[config.mk]
export PLATFORM = sky130hd
export DESIGN_NAME = perf_monitor
export DESIGN_NICKNAME = d
export VERILOG_FILES = /design/src/rtl/perf_mon_pkg.sv /design/src/rtl/perf_event_counter.sv /design/src/rtl/perf_monitor.sv
export SDC_FILE = /design/constraint.sdc
export NUM_CORES = 1
export LEC_CHECK = 0
export ABC_AREA = 1
export CAP_MARGIN = 20
export CORE_UTILIZATION = 43
export CTS_CLUSTER_DIAMETER = 40
export CTS_CLUSTER_SIZE = 10
export DETAILED_ROUTE_END_ITERATION = 6
export HOLD_SLACK_MARGIN = 0.15
export SLEW_MARGIN = 10
export SYNTH_ARGS = -nofsm -noshare
export SYNTH_HDL_FRONTEND = slang
export SYNTH_SLANG_ARGS = --single-unit
[constraint.sdc]
create_clock -name clk -period 4.5 [get_ports clk]
set_clock_uncertainty 0.05 [all_clocks]
set_input_delay 0.45 -clock clk [delete_from_list [all_inputs] [get_ports clk]]
set_output_delay 0.45 -clock clk [all_outputs]
set_load 0.005 [all_outputs]
[src/rtl/perf_mon_pkg.sv]
// perf_mon_pkg
//   Shared constants for the performance monitor: default counter width,
//   readout selector encodings and readout FSM state encoding.
//   Optional macro used by the design: PERF_MON_OVF_EN (wrapping counters
//   with sticky overflow flags instead of saturating counters).
package perf_mon_pkg;

    localparam int CNT_W_DEFAULT = 32;

    typedef logic [1:0] rd_sel_t;

    localparam rd_sel_t SEL_CYCLES  = 2'd0;
    localparam rd_sel_t SEL_INSTR   = 2'd1;
    localparam rd_sel_t SEL_STALLS  = 2'd2;
    localparam rd_sel_t SEL_FLUSHES = 2'd3;

    localparam logic [0:0] ST_IDLE = 1'b0;
    localparam logic [0:0] ST_RESP = 1'b1;

endpackage

[src/rtl/perf_event_counter.sv]
// perf_event_counter
//   One live event counter of the performance monitor.
//   Macro PERF_MON_OVF_EN: when defined the counter wraps modulo 2^W and
//   raises a sticky ovf flag on the wrap edge; otherwise it saturates.
// Ports:
//   clk    in   clock, posedge
//   rst    in   synchronous active-high reset
//   inc    in   count one event this cycle
//   clear  in   zero the counter (wins over inc)
//   value  out  current count
//   ovf    out  sticky wrap flag (only with PERF_MON_OVF_EN)
module perf_event_counter #(
    parameter int W = 32
) (
    input  logic         clk,
    input  logic         rst,
    input  logic         inc,
    input  logic         clear,
`ifdef PERF_MON_OVF_EN
    output logic         ovf,
`endif
    output logic [W-1:0] value
);

    localparam logic [W-1:0] ONE = W'(1);

`ifdef PERF_MON_OVF_EN
    // Wrapping counter; the flag is set when an increment leaves the
    // all-ones value and is only cleared by rst or clear.
    always_ff @(posedge clk) begin
        if (rst) begin
            value <= '0;
            ovf   <= 1'b0;
        end else if (clear) begin
            value <= '0;
            ovf   <= 1'b0;
        end else if (inc) begin
            value <= value + ONE;
            if (&value)
                ovf <= 1'b1;
        end
    end
`else
    // Saturating counter: it sticks at all-ones instead of wrapping.
    always_ff @(posedge clk) begin
        if (rst) begin
            value <= '0;
        end else if (clear) begin
            value <= '0;
        end else if (inc && !(&value)) begin
            value <= value + ONE;
        end
    end
`endif

endmodule

[src/rtl/perf_monitor.sv]
// perf_monitor
//   In-processor performance monitor. Counts cycles, retired instructions,
//   stall cycles and flushes, emits a periodic report pulse, snapshots the
//   live counters into shadow registers and serves shadow values through a
//   request/valid/ack readout port.
//   Macro PERF_MON_OVF_EN: wrapping counters plus the ovf[3:0] output
//   (bit order cycles, instr, stalls, flushes); default is saturation.
// Ports:
//   clk, rst             clock and synchronous active-high reset
//   en                   counting enable for all four counters
//   retire/stall/flush   core event strobes
//   clear                zero the live counters
//   snap_req             copy live counters into the shadows
//   report_tick          one-cycle pulse every REPORT_INTERVAL cycles
//   rd_req, rd_sel       read request and shadow selector
//   rd_ready             high while the readout port is idle
//   rd_valid, rd_data    response, held until rd_ack
//   rd_ack               response consumed
//   ovf                  sticky overflow flags (PERF_MON_OVF_EN only)
module perf_monitor
    import perf_mon_pkg::*;
#(
    parameter int CNT_W           = CNT_W_DEFAULT,
    parameter int REPORT_INTERVAL = 500
) (
    input  logic             clk,
    input  logic             rst,
    input  logic             en,
    input  logic             retire,
    input  logic             stall,
    input  logic             flush,
    input  logic             clear,
    input  logic             snap_req,
    output logic             report_tick,
    input  logic             rd_req,
    input  logic [1:0]       rd_sel,
    output logic             rd_ready,
    output logic             rd_valid,
    output logic [CNT_W-1:0] rd_data,
`ifdef PERF_MON_OVF_EN
    output logic [3:0]       ovf,
`endif
    input  logic             rd_ack
);

    localparam int IW = (REPORT_INTERVAL > 2) ? $clog2(REPORT_INTERVAL) : 1;
    localparam logic [IW-1:0] LAST = IW'(REPORT_INTERVAL - 1);
    localparam logic [IW-1:0] ONE  = IW'(1);

    logic [3:0]       inc_vec;
    logic [CNT_W-1:0] live   [4];
    logic [CNT_W-1:0] shadow [4];
    logic [IW-1:0]    interval;
    logic             report_edge;
    logic             snap;
    logic [0:0]       state;
    logic [CNT_W-1:0] sel_val;

    // Index 0..3 follows the rd_sel encoding: cycles, instr, stalls, flushes.
    assign inc_vec = {en & flush, en & stall, en & retire, en};

    for (genvar i = 0; i < 4; i++) begin : g_cnt
        perf_event_counter #(.W(CNT_W)) u_cnt (
            .clk   (clk),
            .rst   (rst),
            .inc   (inc_vec[i]),
            .clear (clear),
`ifdef PERF_MON_OVF_EN
            .ovf   (ovf[i]),
`endif
            .value (live[i])
        );
    end

    assign report_edge = (interval == LAST);
    assign snap        = snap_req | report_edge;

    // Free-running interval counter, independent of en and clear.
    always_ff @(posedge clk) begin
        if (rst) begin
            interval    <= '0;
            report_tick <= 1'b0;
        end else begin
            interval    <= report_edge ? '0 : interval + ONE;
            report_tick <= report_edge;
        end
    end

    // Shadows take the live values as they stand before this edge, so a
    // snapshot coinciding with clear still captures the pre-clear counts.
    always_ff @(posedge clk) begin
        if (rst) begin
            for (int i = 0; i < 4; i++)
                shadow[i] <= '0;
        end else if (snap) begin
            for (int i = 0; i < 4; i++)
                shadow[i] <= live[i];
        end
    end

    always_comb begin
        sel_val = shadow[0];
        case (rd_sel)
            SEL_CYCLES:  sel_val = shadow[0];
            SEL_INSTR:   sel_val = shadow[1];
            SEL_STALLS:  sel_val = shadow[2];
            SEL_FLUSHES: sel_val = shadow[3];
            default:     sel_val = shadow[0];
        endcase
    end

    // Readout FSM: rd_data is only written on acceptance in IDLE, which
    // keeps it frozen for the whole response regardless of new snapshots.
    always_ff @(posedge clk) begin
        if (rst) begin
            state    <= ST_IDLE;
            rd_valid <= 1'b0;
            rd_data  <= '0;
        end else begin
            case (state)
                ST_IDLE: begin
                    if (rd_req) begin
                        rd_data  <= sel_val;
                        rd_valid <= 1'b1;
                        state    <= ST_RESP;
                    end
                end
                ST_RESP: begin
                    if (rd_ack) begin
                        rd_valid <= 1'b0;
                        state    <= ST_IDLE;
                    end
                end
                default: begin
                    rd_valid <= 1'b0;
                    state    <= ST_IDLE;
                end
            endcase
        end
    end

    assign rd_ready = (state == ST_IDLE);

endmodule

Word-level counts from Yosys, hierarchy flattened:

Memories as Yosys holds them, arrays and structs flattened.
Index checks and enable logic that the tools add are counted.

* ROM bits: 0
* latch bits: 0
* bits of input ports: 12
* memories kept: 1
* bits in writable memories: 128
* flip-flop bits (word level): 172
* output and inout bits: 35

* shift-type cells: 0
* equality and inequality tests: 6
* $mul: 0
* add/sub/neg operators: 5
* magnitude comparators: 0
* bitwise gates (word level): 9
* divide/modulo/power cells: 0
* muxes and demuxes: 16
* reduce and logical (&&, ||, !) cells: 17

Memories
* shadow: words 4, width 32, rd ports 4, clocked after Yosys merged registers in 0, write ports 4, RTL line perf_monitor.sv:52 `logic [CNT_W-1:0] shadow [4];`

Operators by type and width (count)
* 32-bit by 1-bit adder with 32-bit output, second input constant: 4
* 32-bit 2-to-1 mux: 4
* 32-bit one-hot mux with 4 select lines: 1
* 32-bit AND reduction: 4
* 9-bit by 1-bit adder with 9-bit output, second input constant: 1
* 9-bit equality test, second input constant: 1
* 1-bit 2-to-1 mux: 9
* 1-bit bitwise OR: 5
* 2-bit equality test, second input constant: 2
* 1-bit logical AND: 4
* 1-bit zero test: 4
* 2-bit inequality test, second input constant: 2
* 1-bit one-hot mux with 2 select lines: 2
* 2-bit AND reduction: 2
* 2-bit OR reduction: 2
* 1-bit bitwise AND: 3
* 2-bit by 1-bit equality test with 1-bit output, second input constant: 1
* 2-bit zero test: 1
* 1-bit NOT: 1

Logic depth before layout (Yosys ltp):

* depth in word-level cells: 6
* depth in mapped cells: 11

Cells and area by module:

A second synthesis with hierarchy kept.

* cells, all modules: 2040
* area, all modules: 15951.5 sq um

Modules (own cells, without submodules)
* perf_event_counter: area each 2052.0 sq um, cells an instance 330, times used 4
* perf_monitor: area each 7743.7 sq um, cells an instance 720, times used 1

Worst setup path before layout:

No wires, ideal clock.

* path kind: flip-flop to flip-flop
* start: register interval[0]
* end: memory shadow[0][0] in the netlist's numbering, enable pin
* cell stages (with the launch flop): 6
* data required time: 4.017 ns
* path slack: 1.329 ns
* arrival time: 2.688 ns
* clock period less this slack: 3.171 ns
* cell sequence: dfxtp_1 ha_1 nand4_1 or2_1 nand2_1 or2_2

RTL lines
* from (decl): RTL line perf_monitor.sv:53 `logic [IW-1:0] interval;`
* from (signal assigned): RTL line perf_monitor.sv:84 `interval <= report_edge ? '0 : interval + ONE;`
* to (decl): RTL line perf_monitor.sv:52

==> out/qor.json <==
{
  "coreArea_sq_um": 33620,
  "synth.avg_cell_area_sq_um": 7.666,
  "status": "finished, final reports clean",
  "finalCritPeriodShare": 0.6018,
  "final_cell_mix": "492 x sky130_fd_sc_hd__nand2_1, 336 x sky130_fd_sc_hd__nor2_1, 172 x sky130_fd_sc_hd__dfxtp_1",
  "synth.lib_cells_used.distinct": 36,
  "grt_pass1_vias": 12280,
  "cts_made_buffers": 46,
  "critPathSlowestCell": "sky130_fd_sc_hd__or2_4",
  "layout.filler_cells": 3245,
  "async_reset_ff_frac": 0,
  "totalWireLength_microns": 42470,
  "vdd.ir_drop.worst_uv": 245.5,
  "worst-slew-pin-transition_ps": 798.9,
  "detail_route.drc_violations": 0,
  "die_h_microns": 187.2,
  "final_period_minus_worst_setup_slack_ps": 2708,
  "timing_hold_violations_final": 0,
  "power_per_cell_area_nw_per_um2": 402.9,
  "footprint_of_the_multi_input_gates_sq_um": 6524,
  "clk_pin_slew_worst_paths_ps": 50,
  "cts_hold_buf": 0,
  "io_buffers": 46,
  "detail_route.iter0.violations": 1142,
  "wire_length_of_the_first_global_routing_pass_microns": 68220,
  "clock_tree.root_cell": "sky130_fd_sc_hd__clkbuf_16",
  "report.final.slew_viol_count": 0,
  "endpoint_kind": "flip-flop",
  "area_delta_synth_final_pct": 16.45,
  "max-slew-margin-rel": 0.4674,
  "largest_cells_by_area_after_synthesis": "sky130_fd_sc_hd__edfxtp_1 26%, sky130_fd_sc_hd__dfxtp_1 23%, sky130_fd_sc_hd__nand2_1 13%, sky130_fd_sc_hd__nor2_1 8.7%, sky130_fd_sc_hd__nand3_1 4.5%",
  "sequential_cell_area_sq_um": 7287,
  "die_w_microns": 187.2,
  "detailed_place_hpwl_microns": 30520,
  "initial_utilization": 0.4385,
  "final_layout_size_suffix_gt1_frac": 0.06633,
  "number_of_enable_flip_flop_cells_after_synthesis": 128,
  "h-tree-depth": 2,
  "clock_power_share": 0.525,
  "crit_path_cell_trace": "ha_1, nand4_1, or2_1, nand2_1, or2_4, buf_4",
  "synthesis.yosys.warnings": 0,
  "layout.cells.most_common": "sky130_fd_sc_hd__nand2_1",
  "utilization": 0.5107,
  "synth_nets": 1940,
  "rsz0062_at_grt": "no",
  "numClockSinks": 300,
  "post_cts_buffers": 0,
  "clockBufferDepth": 3,
  "mappedNetlistArea_sq_um": 14740,
  "setup_tns_ps": 0,
  "grt_start_max_net_pins": 81,
  "worstPathArrival_ps": 2880,
  "antenna_violating_nets_post_route": 0,
  "p_comb_frac": 0.044,
  "pwr-share-seq": 0.431,
  "vias_per_cell": 5.365,
  "tritoncts": "done",
  "dr_pass1_iterations": 5,
  "critPathKind": "reg -> reg",
  "cp_slowest_stage_delay_ps": 690,
  "synthDominantAreaCellType": "sky130_fd_sc_hd__edfxtp_1",
  "placementRows": 67,
  "leakage_nw": 6.044,
  "critical_path_peak_fanout": 55,
  "synth_seq_area_share": 0.4943,
  "internal_power_w": 0.005378,
  "post_syn_instances": 1923,
  "worstSetupStartpointType": "flip-flop",
  "clk_latency_ps": 540,
  "routed_wire_length_per_instance_microns": 17.41,
  "place.gp.congestion": 0.9164,
  "ys_dominant_reg_cell": "sky130_fd_sc_hd__dfxtp_1",
  "post-synth-top-area-fraction": 0.2607,
  "finalSetupViolCount": 0,
  "critPathRequiredTime_ps": 4670,
  "grt_use_total": 0.2455,
  "worst_hold_path_type": "reg -> reg",
  "timing.max_cap.violations": 0,
  "initial_antenna_violation_count": 1,
  "power_switching_share": 0.2223,
  "overflow": 0,
  "yosys_register_bits": 300,
  "maxClockFrequency_ghz": 0.3693,
  "dieArea_sq_um": 35030,
  "cts.repair.resized": 0,
  "final_net_count": 1969,
  "route.vias.total": 13090,
  "power.switching_w": 0.001538,
  "num_io_pins": 47
}
==> registers in the layout, summed over array words and instances, names as in the netlist <==
register           flops
shadow               128
state                  1
rd_data               32
g_cnt.u_cnt.value    128
report_tick            1
rd_valid               1
interval               9
==> layout make-up <==
cell class | count | share of cell area
Antenna cell | 1 | 0.0001458
Clock buffer | 64 | 0.07704
Clock inverter | 22 | 0.01516
Inverter | 151 | 0.03316
Multi-Input combinational cell | 1389 | 0.3800
Sequential cell | 300 | 0.4245
Tap cell | 448 | 0.03265
Timing Repair Buffer | 64 | 0.03732
==> metrics by stage <==
stage / power (W) / cells / setup slack, ps / hold slack [ps] / area, sq um
6_report: 0.006916 / 2439 / 1792 / 415.2 / 17170
5_1_grt: 0.007139 / 2438 / 1575 / 450.5 / 17160
4_1_cts: 0.006981 / 2437 / 1778 / 416.7 / 17150
3_5_place_dp: 0.003337 / 2351 / 1381 / 404.2 / 15570
3_3_place_gp: 0.003335 / 2351 / 1420 / 394.4 / 15570
2_1_floorplan: 0.003175 / 1923 / 1329 / 379.5 / 14740
==> cells by family (layout without fill, tap and decap cells) <==
logic type	count (synthesis)	after routing	synth area share
compound gates	335	335	0.1413
xor+xnor	9	9	0.005347
fa+ha+maj	5	5	0.004244
buf+inv	234	301	0.06484
flops	300	300	0.4943
other cells	0	1	0
simple gates	1040	1040	0.2899
==> metal layers <==
metal	vias to the layer above	share of wire	GRT usage
li1	6477	-	-
met1	6177	0.46	0.3337
met2	382	0.46	0.4023
met3	49	0.057	0.04034
met4	0	0.022	0.06967
met5	-	0	0
==> worst max-delay path, delay by kind of cell, from the launching register on <==
family | cells | cell delay, ps
fa+ha+maj | 1 | 220
buf+inv | 1 | 400
flops | 1 | 360
simple gates | 4 | 1310
==> power by group through the flow <==
stage                     clock, W  combinational [W]  sequential [W]
after floorplan                  0           0.000170         0.00301
after global placement           0           0.000301         0.00303
after detailed placement         0           0.000305         0.00303
after CTS                  0.00370           0.000306         0.00298
after global routing       0.00382           0.000339         0.00298
final                      0.00363           0.000307         0.00298
==> path summary, 6_finish.rpt <==
check        cells past startpoint  slack (ps)                    from                           to
min reg2reg                      1         420  interval[0]$_SDFF_PP0_       interval[0]$_SDFF_PP0_
max                              6        1790  interval[0]$_SDFF_PP0_  shadow[2][27]$_SDFFCE_PN0P_
min                              1         420  interval[0]$_SDFF_PP0_       interval[0]$_SDFF_PP0_
max reg2reg                      6        1790  interval[0]$_SDFF_PP0_  shadow[2][27]$_SDFFCE_PN0P_
==> synthesized netlist by cell type, types with 26 or more instances <==
cell                       instances
sky130_fd_sc_hd__nand2_1         493
sky130_fd_sc_hd__nor2_1          340
sky130_fd_sc_hd__dfxtp_1         172
sky130_fd_sc_hd__inv_1           146
sky130_fd_sc_hd__nand3_1         133
sky130_fd_sc_hd__a21oi_1         130
sky130_fd_sc_hd__edfxtp_1        128
sky130_fd_sc_hd__a21boi_0         61
sky130_fd_sc_hd__clkbuf_1         51
sky130_fd_sc_hd__o21ai_0          51
sky130_fd_sc_hd__nand4_1          35
sky130_fd_sc_hd__a31oi_1          29
sky130_fd_sc_hd__a41oi_1          26
sky130_fd_sc_hd__buf_2            26
(Power assumes the default switching activity.)
